## src/rtl/hilo_pkg.sv

```systemverilog
// Shared definitions for the HI/LO multiply/divide unit: op encoding, FSM states, counter sizing.
package hilo_pkg;

   localparam logic [2:0] OP_MULT  = 3'd0;
   localparam logic [2:0] OP_MULTU = 3'd1;
   localparam logic [2:0] OP_DIV   = 3'd2;
   localparam logic [2:0] OP_DIVU  = 3'd3;
   localparam logic [2:0] OP_MTHI  = 3'd4;
   localparam logic [2:0] OP_MTLO  = 3'd5;
   localparam logic [2:0] OP_MADD  = 3'd6;
   localparam logic [2:0] OP_MADDU = 3'd7;

   typedef enum logic [1:0] {StIdle, StCalc, StFix} state_e;

   // Step counter only needs to reach WIDTH-1.
   function automatic int unsigned calc_cnt_width(input int unsigned width);
      return (width > 1) ? int'($clog2(width)) : 1;
   endfunction

endpackage

```

## src/rtl/muldiv_core.sv

```systemverilog
// Iterative sign-magnitude engine: shift-add multiply or restoring divide, one bit per cycle,
// followed by a single sign-correction cycle during which done is high.
module muldiv_core
   import hilo_pkg::*;
#(
   parameter int unsigned WIDTH = 32
) (
   input  logic               clk,
   input  logic               rst,
   input  logic               start,
   input  logic               is_div,
   input  logic               is_signed,
   input  logic [WIDTH-1:0]   a,
   input  logic [WIDTH-1:0]   b,
   output logic               busy,
   output logic               done,
   output logic [2*WIDTH-1:0] res
);

   localparam int unsigned CntW = calc_cnt_width(WIDTH);
   localparam logic [CntW-1:0] LastStep = CntW'(WIDTH - 1);

   state_e          state_q;
   logic [CntW-1:0] cnt_q;
   logic [WIDTH-1:0] acc_q, shr_q, opb_q;
   logic            is_div_q, neg_q_q, neg_r_q;

   logic [WIDTH-1:0] a_mag, b_mag, acc_d, shr_d, quot_fix, rem_fix;
   logic [WIDTH:0]   add_sum, shifted;
   logic             div_ge;
   logic [2*WIDTH-1:0] prod, prod_fix;

   assign a_mag = (is_signed && a[WIDTH-1]) ? -a : a;
   assign b_mag = (is_signed && b[WIDTH-1]) ? -b : b;

   // acc_q is the running high half (product) or partial remainder; shr_q holds the
   // multiplier being consumed LSB-first, or the dividend becoming the quotient.
   always_comb begin
      add_sum = {1'b0, acc_q} + (shr_q[0] ? {1'b0, opb_q} : '0);
      shifted = {acc_q, shr_q[WIDTH-1]};
      div_ge  = shifted >= {1'b0, opb_q};
      acc_d   = add_sum[WIDTH:1];
      shr_d   = {add_sum[0], shr_q[WIDTH-1:1]};
      if (is_div_q) begin
         acc_d = div_ge ? WIDTH'(shifted - {1'b0, opb_q}) : shifted[WIDTH-1:0];
         shr_d = {shr_q[WIDTH-2:0], div_ge};
      end
   end

   always_comb begin
      prod     = {acc_q, shr_q};
      prod_fix = neg_q_q ? -prod : prod;
      quot_fix = neg_q_q ? -shr_q : shr_q;
      rem_fix  = neg_r_q ? -acc_q : acc_q;
      res      = is_div_q ? {rem_fix, quot_fix} : prod_fix;
   end

   always_ff @(posedge clk) begin
      if (rst) begin
         state_q  <= StIdle;
         busy     <= 1'b0;
         done     <= 1'b0;
         cnt_q    <= '0;
         acc_q    <= '0;
         shr_q    <= '0;
         opb_q    <= '0;
         is_div_q <= 1'b0;
         neg_q_q  <= 1'b0;
         neg_r_q  <= 1'b0;
      end else begin
         case (state_q)
            StIdle: begin
               if (start) begin
                  state_q  <= StCalc;
                  busy     <= 1'b1;
                  cnt_q    <= '0;
                  acc_q    <= '0;
                  shr_q    <= is_div ? a_mag : b_mag;
                  opb_q    <= is_div ? b_mag : a_mag;
                  is_div_q <= is_div;
                  // A zero divisor leaves the all-ones quotient unsigned-looking.
                  neg_q_q  <= is_signed & (a[WIDTH-1] ^ b[WIDTH-1]) & (|b);
                  neg_r_q  <= is_signed & a[WIDTH-1];
               end
            end
            StCalc: begin
               acc_q <= acc_d;
               shr_q <= shr_d;
               cnt_q <= cnt_q + 1'b1;
               if (cnt_q == LastStep) begin
                  state_q <= StFix;
                  done    <= 1'b1;
               end
            end
            StFix: begin
               state_q <= StIdle;
               busy    <= 1'b0;
               done    <= 1'b0;
            end
            default: begin
               state_q <= StIdle;
               busy    <= 1'b0;
               done    <= 1'b0;
            end
         endcase
      end
   end

endmodule

```

## src/rtl/hilo_muldiv.sv

```systemverilog
// HI/LO register pair with multi-cycle mul/div engine and MTHI/MTLO writes.
// Define HILO_MADD_EN to enable MADD/MADDU accumulate on ops 6/7.
module hilo_muldiv
   import hilo_pkg::*;
#(
   parameter int unsigned     WIDTH    = 32,
   parameter logic [WIDTH-1:0] HI_RESET = '0,
   parameter logic [WIDTH-1:0] LO_RESET = '0
) (
   input  logic             clk,
   input  logic             rst,
   input  logic             start,
   input  logic [2:0]       op,
   input  logic [WIDTH-1:0] a,
   input  logic [WIDTH-1:0] b,
   output logic             busy,
   output logic             done,
   output logic [WIDTH-1:0] hi,
   output logic [WIDTH-1:0] lo
);

   logic [WIDTH-1:0]   hi_q, lo_q;
   logic [2*WIDTH-1:0] core_res, wr_val;
   logic               accept, is_md, is_div, is_signed, core_start;

   assign accept = start & ~busy;

   always_comb begin
      is_md = 1'b0;
      case (op)
         OP_MULT, OP_MULTU, OP_DIV, OP_DIVU: is_md = 1'b1;
`ifdef HILO_MADD_EN
         OP_MADD, OP_MADDU: is_md = 1'b1;
`endif
         default: is_md = 1'b0;
      endcase
   end

   assign is_div     = (op == OP_DIV) || (op == OP_DIVU);
   assign is_signed  = (op == OP_MULT) || (op == OP_DIV) || (op == OP_MADD);
   assign core_start = accept & is_md;

   muldiv_core #(
      .WIDTH(WIDTH)
   ) u_core (
      .clk      (clk),
      .rst      (rst),
      .start    (core_start),
      .is_div   (is_div),
      .is_signed(is_signed),
      .a        (a),
      .b        (b),
      .busy     (busy),
      .done     (done),
      .res      (core_res)
   );

`ifdef HILO_MADD_EN
   logic madd_q;

   always_ff @(posedge clk) begin
      if (rst) begin
         madd_q <= 1'b0;
      end else if (core_start) begin
         madd_q <= (op == OP_MADD) || (op == OP_MADDU);
      end
   end

   // Accumulates onto whatever HI/LO hold during the FIX cycle.
   assign wr_val = madd_q ? ({hi_q, lo_q} + core_res) : core_res;
`else
   assign wr_val = core_res;
`endif

   always_ff @(posedge clk) begin
      if (rst) begin
         hi_q <= HI_RESET;
         lo_q <= LO_RESET;
      end else if (done) begin
         {hi_q, lo_q} <= wr_val;
      end else if (accept && op == OP_MTHI) begin
         hi_q <= a;
      end else if (accept && op == OP_MTLO) begin
         lo_q <= a;
      end
   end

   assign hi = hi_q;
   assign lo = lo_q;

endmodule

```

## config.mk

```make
export PLATFORM = sky130hd
export DESIGN_NAME = hilo_muldiv
export DESIGN_NICKNAME = d
export VERILOG_FILES = /design/src/rtl/hilo_pkg.sv /design/src/rtl/muldiv_core.sv /design/src/rtl/hilo_muldiv.sv
export SDC_FILE = /design/constraint.sdc
export NUM_CORES = 1
export LEC_CHECK = 0
export BUFFER_PORTS_ARGS = -buffer_cell sky130_fd_sc_hd__buf_4
export CELL_PAD_IN_SITES_DETAIL_PLACEMENT = 1
export CELL_PAD_IN_SITES_GLOBAL_PLACEMENT = 1
export CORE_ASPECT_RATIO = 1.75
export CORE_UTILIZATION = 40
export DETAILED_ROUTE_END_ITERATION = 10
export HOLD_SLACK_MARGIN = 0.03
export PLACE_DENSITY_LB_ADDON = 0.1
export SLEW_MARGIN = 20
export SYNTH_ARGS = -nofsm -noshare
export SYNTH_HDL_FRONTEND = slang
export SYNTH_HIERARCHICAL = 1
export SYNTH_SLANG_ARGS = --single-unit
```

## constraint.sdc

```tcl
create_clock -name clk -period 3.9 [get_ports clk]
set_input_delay 0.975 -clock clk [delete_from_list [all_inputs] [get_ports clk]]
set_output_delay 0.975 -clock clk [all_outputs]
set_load 0.03 [all_outputs]
```

==> summary.md, run 1 <==
| Metric | Value |
|---|---|
| Ratio of cells with drive above 1 in the final layout | 21.32% |
| Slew @ Worst Pin | 1.060 ns |
| Final Util | 47.40% |
| WL final | 70.18 mm |
| Die height | 261.5 µm |
| Post-synth EDFFs | 0 |
| Synth Net Count | 2095 |
| Max rail drop VDD | 0.0003332 V |
| First-pass DRT Iterations | 5 |
| Crit Path Class | register to register |
| Clock buffer depth | 2 |
| Max-cap viol count | 0 |
| Post-Synth Simple-Gate Area | 16.84% |
| Largest family of logic cells by synthesized area | compound AO/OA/AOI/OAI gates |
| Hold Buf Count CTS | 0 |
| Initial antenna violation count | 1 |
| CTS tree | done |
| H-tree depth | 4 |
| Hold WS | 0.4517 ns |
| Worst hold path class | register to register |
| Status | completed |
| Final setup TNS | 0 ns |
| Crit path DAT | 4.09 ns |
| Core Area | 0.03775 mm² |
| Nets | 2235 |
| GP Congestion | 0.9878 |
| # IOs | 136 |
| Area grow syn2layout | 16.31% |
| DRT iter0 DRCs | 762 |
| F_max | 265.1 MHz |
| Post-route antenna net violation count | 0 |
| CTS-repair resized insts | 0 |
| Final Cycle Share | 96.72% |
| Top-count cell post-synth | a21oi_1 |
| Placed insts | 2554 |
| Setup Fix Bufs, Post-CTS | 0 |
| WP data required | 4.21 ns |
| Port bufs | 135 |
| Worst skew pair latency | 0.47 ns |
| Residual DRC | 0 |
| Lkg Pwr | 6.982 nW |
| Mux cell area share after synthesis | 3.074% |
| Clk sink count | 172 |
| Largest net degree at the start of global routing | 82 |
| Sequential element share of the synthesized area | 22.38% |
| Vias in the first global route | 16910 |
| Top-area cell type share of the netlist area | 22.38% |
| DR vias | 16230 |
| Grt ovf | 0 |
| Ys flop type | dfxtp_1 |
| Synth area leaders | dfxtp_1, a211oi_2, a21oi_1, xnor2_1, ha_1 |
| Routed len/inst | 27.14 µm |
| Synthesized area per cell | 7.878 µm² |
| Initial core utilization | 40.75% |
| Minimum clock period | 3.772 ns |
| Total number of yosys warnings | 6 |
| Max Fanout on Critical Path | 8 |
| Final hold viol count | 0 |
| Critical Path End Type | register |
| Post-Syn Area | 0.01539 mm² |
| Post-Synth Adder-Cell Area | 5.953% |
| Post-Synth XOR/XNOR Area | 9.506% |
| Post-synthesis cell count | 1953 |
| Total CTS buffers | 17 |
| Fillcell total | 4585 |
| First-pass GRT wire length | 103.3 mm |
| Vias per Instance | 6.277 |
| Commonest cells in the netlist | a21oi_1, dfxtp_1, nand2_1, nor2_1, a211oi_2 |
| Post-synthesis register bit count | 172 |
| Die area | 0.03928 mm² |
| Fin. max-slew vios | 0 |
| Synth area leader | dfxtp_1 |
| Dpl cell area | 0.01729 mm² |
| Clock slew at reported path FFs | 0.08 ns |
| Worst Clk Skew | 0.01346 ns |
| Relative slew slack | 29.35% |
| Post-synth cell types | 74 |
| Worst setup SP type | register |
| DP HPWL | 55.75 mm |
| Die width | 150.3 µm |
| GRT Resource Usage Total | 35.96% |
| Compound-Gate Fraction of Synth Area | 35.35% |
| Root Driver | clkbuf_16 |
| Async SR Flop Fraction | 0% |
| Cell Pwr Density | 318.2 mW/mm² |
| Post-Layout Cell Count | 2586 |
| Final setup viols | 0 |
| Worst Reg2Reg Path Length in Cells | 10 |
| Fin area | 0.01790 mm² |
| Antenna fix cells | 0 |
| Worst hold path cell count | 2 |
| Rows | 94 |
| Unrepaired setup endpoints after global routing | no |
-- cells by family after synthesis --
kind of cell    count (synthesis)
fa+ha+maj                      72
buf+inv                       213
xor+xnor                      167
compound gates                737
flops                         172
simple gates                  545
mux                            47
-- path summary, 6_finish.rpt --
check / start / endpoint / slack [ns]
max: u_core/shr_q[12]$_SDFFE_PP0P_ / hi[3]$_SDFFE_PP0P_ / 0.13
min: u_core/opb_q[3]$_SDFFE_PP0P_ / u_core/opb_q[3]$_SDFFE_PP0P_ / 0.45
max reg2reg: u_core/shr_q[12]$_SDFFE_PP0P_ / hi[3]$_SDFFE_PP0P_ / 0.13
min reg2reg: u_core/opb_q[3]$_SDFFE_PP0P_ / u_core/opb_q[3]$_SDFFE_PP0P_ / 0.45
-- registers in the layout (all words and copies together), names as in the netlist --
| register | flops |
|---|---|
| u_core/shr_q | 32 |
| u_core/busy | 1 |
| u_core/state_q | 2 |
| u_core/opb_q | 32 |
| u_core/neg_q_q | 1 |
| u_core/acc_q | 32 |
| u_core/neg_r_q | 1 |
| hi | 32 |
| u_core/is_div_q | 1 |
| u_core/done | 1 |
| lo | 32 |
| u_core/cnt_q | 5 |
-- cell type report --
cell class,count,area (µm²),area share (%)
Clock buffer,18,429.2,2.398
Clock inverter,14,178.9,0.9998
Inverter,64,240.2,1.342
Multi-Input combinational cell,1568,10920,61.01
Sequential cell,172,3448,19.27
Tap cell,480,600.6,3.356
Timing Repair Buffer,270,2081,11.63
-- metrics by stage --
stage / worst slack, ns / total power (W)
6_report: 0.1280 / 0.005694
5_1_grt: 0.003717 / 0.005916
4_1_cts: 0.1717 / 0.005692
3_5_place_dp: 0.03108 / 0.003845
3_3_place_gp: 0.06111 / 0.003818
2_1_floorplan: 0.3066 / 0.003090
-- per-layer routing --
layer | GRT usage [%] | share of wire [%] | up-vias
li1 | - | - | 7488
met1 | 33.79 | 34 | 8002
met2 | 68.24 | 53 | 493
met3 | 4.774 | 3.4 | 248
met4 | 29.52 | 9.2 | 2
met5 | 0 | 0.017 | -
-- power breakdown --
group | switching (W) | internal (W) | total (W) | leakage (nW)
clock | 0.000875 | 0.000974 | 0.00185 | 0.295
sequential | 0.000106 | 0.00184 | 0.00194 | 1.40
combinational | 0.00120 | 0.000704 | 0.00190 | 5.29
total | 0.00218 | 0.00352 | 0.00569 | 6.98
-- layout by cell type (no fill, tap or decap), types with 57 or more instances in the layout --
| cell type | synthesis | final |
|---|---|---|
| inv_1 | 62 | 62 |
| a21oi_1 | 224 | 224 |
| o21ai_0 | 89 | 89 |
| a211oi_1 | 75 | 75 |
| dfxtp_1 | 172 | 170 |
| nand2_1 | 171 | 171 |
| ha_1 | 70 | 70 |
| buf_4 | 8 | 265 |
| nor2_1 | 157 | 154 |
| a211oi_2 | 120 | 120 |
| xor2_1 | 57 | 57 |
| xnor2_1 | 110 | 110 |
-- critical path, stage by stage (launching register included) --
cell and delay (ns):
dfxtp_1 0.40, or4_4 0.60, or4_4 0.44, or3_4 0.44
or3_1 0.47, nand2_1 0.25, a21oi_1 0.11, xor2_1 0.24
a21oi_1 0.41, buf_4 0.19, a211oi_2 0.05
(Power assumes the default switching activity.)
==> inputs of run 2 (changes only) <==
--- a/config.mk
+++ b/config.mk
@@ -7,3 +7,2 @@
 export LEC_CHECK = 0
-export BUFFER_PORTS_ARGS = -buffer_cell sky130_fd_sc_hd__buf_4
 export CELL_PAD_IN_SITES_DETAIL_PLACEMENT = 1
@@ -13,2 +12,3 @@
 export DETAILED_ROUTE_END_ITERATION = 10
+export DONT_BUFFER_PORTS = 1
 export HOLD_SLACK_MARGIN = 0.03
==> constraint.sdc (replaced) <==
create_clock -name clk -period 3.75 [get_ports clk]
set_input_delay 1.125 -clock clk [delete_from_list [all_inputs] [get_ports clk]]
set_output_delay 1.125 -clock clk [all_outputs]
set_load 0.03 [all_outputs]
==> summary.md, run 2 (synthesized netlist as in run 1, its figures left out) <==
| Metric | Value |
|---|---|
| Net Sw Frac | 38.75% |
| Vias per Instance | 6.365 |
| CTS tree | done |
| DP HPWL | 55.99 mm |
| H-tree depth | 4 |
| Final setup TNS | 0 ns |
| DR vias | 16000 |
| Crit Path Class | register to register |
| Fin. max-slew vios | 0 |
| Core Area | 0.03775 mm² |
| Ratio of cells with drive above 1 in the final layout | 19.05% |
| Largest net degree at the start of global routing | 140 |
| GP Congestion | 0.9423 |
| GR Util met1 | 32.75% |
| Final Cycle Share | 97.28% |
| Met2 track demand over resource | 66.59% |
| Residual DRC | 0 |
| Nets | 2161 |
| Total CTS buffers | 17 |
| First-pass GRT wire length | 102.9 mm |
| Status | completed |
| Vias in the first global route | 16790 |
| Psw | 0.002249 W |
| Worst setup SP type | register |
| Minimum clock period | 3.648 ns |
| GR Util met3 | 5.523% |
| F_max | 274.1 MHz |
| First-pass DRT Iterations | 6 |
| Die area | 0.03928 mm² |
| Clock power frac | 32.5% |
| Slew @ Worst Pin | 0.9368 ns |
| WP data required | 4.14 ns |
| Final Util | 46.26% |
| Relative slew slack | 37.55% |
| Lkg Pwr | 6.639 nW |
| Clock slew at reported path FFs | 0.08 ns |
| Pint | 0.003554 W |
| WL final | 69.90 mm |
| Die width | 150.3 µm |
| Grt ovf | 0 |
| # IOs | 136 |
| Worst Clk Skew | 0.01620 ns |
| Post-route antenna net violation count | 0 |
| Rows | 94 |
| Reg power frac | 35.2% |
| Root Driver | clkbuf_16 |
| Die height | 261.5 µm |
| Most common cell after layout, fill and taps aside | a21oi_1 |
| Most frequent cells in the layout | a21oi_1, buf_4, nand2_1, dfxtp_1, nor2_1 |
| Final setup viols | 0 |
| Power share of the combinational group | 32.3% |
| Max rail drop VDD | 0.0003238 V |
| Layer with the highest usage | met2 |
| Initial core utilization | 40.75% |
| Cell Pwr Density | 332.3 mW/mm² |
| Area grow syn2layout | 13.50% |
| Crit path DAT | 4.04 ns |
| Initial antenna violation count | 1 |
| Clk sink count | 172 |
| DRT iter0 DRCs | 803 |
| Max-cap viol count | 0 |
| Hold Buf Count CTS | 0 |
| Max Fanout on Critical Path | 4 |
| Critical Path End Type | register |
| GRT Resource Usage Total | 35.76% |
| Final hold viol count | 0 |
| Routed len/inst | 27.82 µm |
| Clock buffer depth | 2 |
| Worst skew pair latency | 0.47 ns |
| Port bufs | 0 |
| Worst hold path class | register to register |
-- run 2: path summary, 6_finish.rpt --
| path | from | endpoint | slack [ns] | cells past startpoint |
|---|---|---|---|---|
| worst max-delay path | u_core/shr_q[15]$_SDFFE_PP0P_ | hi[25]$_SDFFE_PP0P_ | 0.10 | 12 |
| worst min-delay path | u_core/opb_q[17]$_SDFFE_PP0P_ | u_core/opb_q[17]$_SDFFE_PP0P_ | 0.45 | 2 |
| worst max register to register | u_core/shr_q[15]$_SDFFE_PP0P_ | hi[25]$_SDFFE_PP0P_ | 0.10 | 12 |
| worst min register to register | u_core/opb_q[17]$_SDFFE_PP0P_ | u_core/opb_q[17]$_SDFFE_PP0P_ | 0.45 | 2 |
-- run 2: final cells by class --
class,count,area (µm²)
fill,4594,20290
clock inverter,15,162.7
sequential,172,3450
antenna,1,2.502
clock buffer,17,425.4
multi-input combinational,1568,10990
timing repair buffer,196,1597
tap,480,600.6
inverter,64,240.2
-- run 2: layer usage --
metal	vias to the layer above	wire, µm	share of wire, %
li1	7336	-	-
met1	7864	23230	33
met4	0	7216	10
met3	275	2667	3.8
met2	521	36790	53
met5	-	0	0
-- run 2: critical path, cell delays in order (launching register included) --
cell,delay (ns)
dfxtp_1,0.33
or4_4,0.55
or4_4,0.48
or3_4,0.43
or3_4,0.36
buf_4,0.16
o21ai_1,0.14
a21oi_2,0.10
nand2b_4,0.18
o41ai_4,0.34
xnor2_1,0.17
a21oi_1,0.11
a211oi_2,0.22
-- run 2: timing repair --
| item | 4_1_cts | 5_1_grt |
|---|---|---|
| cloned | 0 | 0 |
| resized for setup | 1 | 14 |
| endpoints found under the hold margin | 0 | 0 |
| buffers inserted | 0 | 1 |
| endpoints found under the setup margin | 1 | 23 |
| pin swaps | 0 | 3 |
-- run 2: power groups by stage --
stage                     Combinational (W)  Sequential, W  Clock [W]
final                               0.00187        0.00205    0.00188
after global routing                0.00199        0.00205    0.00198
after CTS                           0.00184        0.00204    0.00192
after detailed placement            0.00182        0.00208          0
after global placement              0.00180        0.00208          0
after floorplan                     0.00115        0.00206          0
-- run 2: through the flow --
stage | instances | setup slack [ns] | hold WS, ns | total power, W | cell area (µm²)
final | 2513 | 0.1020 | 0.4491 | 0.005803 | 17460
after global routing | 2513 | -0.03908 | 0.4783 | 0.006022 | 17460
after CTS | 2511 | 0.02473 | 0.4531 | 0.005796 | 17390
after detailed placement | 2479 | -0.2042 | 0.4429 | 0.003908 | 16800
after global placement | 2479 | -0.1848 | 0.4365 | 0.003884 | 16800
after floorplan | 1953 | 0.006580 | 0.4319 | 0.003213 | 15390
==> inputs of run 3 (changes only) <==
ABC_CLOCK_PERIOD_IN_PS = 4400   (was not set)
clock period = 4.4 ns   (was 3.75 ns; I/O delays follow)
==> summary.md, run 3 (synthesized netlist as in run 1, its figures left out) <==
| Metric | Value |
|---|---|
| Die height | 261.5 µm |
| Nets | 2060 |
| Most frequent cells in the layout | a21oi_1, nand2_1, dfxtp_1, nor2_1, a211oi_2 |
| Vias in the first global route | 16220 |
| Dpl cell area | 0.01593 mm² |
| Max rail drop VDD | 0.0002524 V |
| Power share of the combinational group | 29.9% |
| H-tree depth | 4 |
| Worst Clk Skew | 0.01975 ns |
| Initial core utilization | 40.75% |
| Die width | 150.3 µm |
| DRT iter0 DRCs | 750 |
| Critical Path End Type | register |
| Clk sink count | 172 |
| CTS-repair resized insts | 0 |
| WL final | 69.02 mm |
| DP HPWL | 54.41 mm |
| Largest net degree at the start of global routing | 140 |
| Core Area | 0.03775 mm² |
| GP Congestion | 0.9918 |
| Minimum clock period | 4.174 ns |
| F_max | 239.6 MHz |
| Status | completed |
| Post-route antenna net violation count | 0 |
| Residual DRC | 0 |
| Slowest-stage cell, CP | nor4_1 |
| Hold Buf Count CTS | 0 |
| GR Util met1 | 32.88% |
| Final setup viols | 0 |
| Crit Path Class | register to register |
| Crit path DAT | 4.56 ns |
| DR vias | 15500 |
| Net Sw Frac | 38.66% |
| FF-to-FF setup slack | 0.23 ns |
| Die area | 0.03928 mm² |
| Worst skew pair latency | 0.47 ns |
| Routed len/inst | 28.63 µm |
| GRT Resource Usage Total | 35.36% |
| Hold WS | 0.4576 ns |
| Root Driver | clkbuf_16 |
| Final setup TNS | 0 ns |
| Relative slew slack | 17.82% |
| Port bufs | 0 |
| Setup Fix Bufs, Post-CTS | 0 |
| Most frequent cell on the critical path | nand3_1 |
| Worst hold path class | register to register |
| Most common cell after layout, fill and taps aside | a21oi_1 |
| WP data required | 4.78 ns |
| Max incr delay on CP | 0.87 ns |
| Worst setup SP type | register |
| Layer with the highest usage | met2 |
| Final hold viol count | 0 |
| Max Fanout on Critical Path | 12 |
| Initial antenna violation count | 1 |
| Rows | 94 |
| Worst Reg2Reg Path Length in Cells | 12 |
| Lkg Pwr | 6.083 nW |
| Crit-path cells | nor4_1 > buf_4 > nand3_1 > or3_1 > nor3_1 > nor2_1 > o21ai_1 > nand3_1 > o41ai_1 > xnor2_1 > a21oi_1 > a211oi_2 |
| Area grow syn2layout | 7.620% |
| Total CTS buffers | 17 |
| Reg power frac | 36.2% |
| Clock buffer depth | 2 |
| Cell Pwr Density | 293.2 mW/mm² |
| Fin. max-slew vios | 0 |
| Psw | 0.001877 W |
| Unrepaired setup endpoints after global routing | no |
| Slew @ Worst Pin | 1.223 ns |
| Ratio of cells with drive above 1 in the final layout | 14.24% |
| Grt ovf | 0 |
| Worst hold path cell count | 2 |
| Final Cycle Share | 94.86% |
| CTS tree | done |
| # IOs | 136 |
| Vias per Instance | 6.430 |
| Clock power frac | 33.9% |
| Clock slew at reported path FFs | 0.08 ns |
| First-pass GRT wire length | 101.3 mm |
| Max-cap viol count | 0 |
| Pint | 0.002978 W |
| Met2 track demand over resource | 65.08% |
| GR Util met3 | 5.261% |
| Antenna fix cells | 0 |
| Fin area | 0.01656 mm² |
| First-pass DRT Iterations | 5 |
[run 3: cell types whose count changed in the layout (fill, tap and decap cells not counted), moves of 3 or more]
| cell | before | now |
|---|---|---|
| clkinv_8 | 2 | 5 |
| inv_6 | 5 | 1 |
| buf_4 | 186 | 94 |
| buf_12 | 10 | 1 |
[run 3: path summary, 6_finish.rpt]
kind                                              startpoint                           end
worst min-delay path            u_core/opb_q[7]$_SDFFE_PP0P_  u_core/opb_q[7]$_SDFFE_PP0P_
worst min register to register  u_core/opb_q[7]$_SDFFE_PP0P_  u_core/opb_q[7]$_SDFFE_PP0P_
worst max-delay path            u_core/shr_q[2]$_SDFFE_PP0P_           hi[24]$_SDFFE_PP0P_
worst max register to register  u_core/shr_q[2]$_SDFFE_PP0P_           hi[24]$_SDFFE_PP0P_
[run 3: routing by layer]
| layer | part of all wire (%) | wire length (µm) |
|---|---|---|
| met4 | 10 | 7239 |
| met2 | 52 | 36110 |
| met1 | 34 | 23180 |
| met5 | 0.020 | 14 |
| met3 | 3.6 | 2476 |
[run 3: layout make-up]
class | count | area (µm²)
fillers | 4655 | 21200
multi-input cells | 1568 | 10920
flip-flops and latches | 172 | 3448
repair buffers | 95 | 725.7
well taps | 480 | 600.6
clock buffers | 17 | 425.4
inverters | 64 | 240.2
clock inverters | 15 | 200.2
[run 3: worst max-delay path: cells and delay by family (launching register included)]
family | cells | cell delay [ns]
buf+inv | 1 | 0.27
simple gates | 6 | 2.28
xor+xnor | 1 | 0.16
flops | 1 | 0.44
compound gates | 4 | 0.94
[run 3: through the flow]
| stage | setup WS (ns) | std cells | total power (W) | utilization, % |
|---|---|---|---|---|
| finish | 0.2262 | 2411 | 0.004855 | 43.86 |
| global route | 0.07738 | 2411 | 0.005034 | 43.86 |
| CTS | 0.3451 | 2411 | 0.004858 | 43.86 |
| detailed placement | 0.09981 | 2379 | 0.003216 | 42.20 |
| global placement | 0.1218 | 2379 | 0.003197 | 42.20 |
| floorplan | 0.4616 | 1953 | 0.002739 | - |
[run 3: power by group through the flow]
stage          Clock, W  Sequential (W)  Combinational [W]
3_5_place_dp          0         0.00179            0.00142
3_3_place_gp          0         0.00179            0.00141
4_1_cts         0.00167         0.00176            0.00144
2_1_floorplan         0         0.00176           0.000982
6_report        0.00164         0.00176            0.00145
5_1_grt         0.00172         0.00176            0.00154
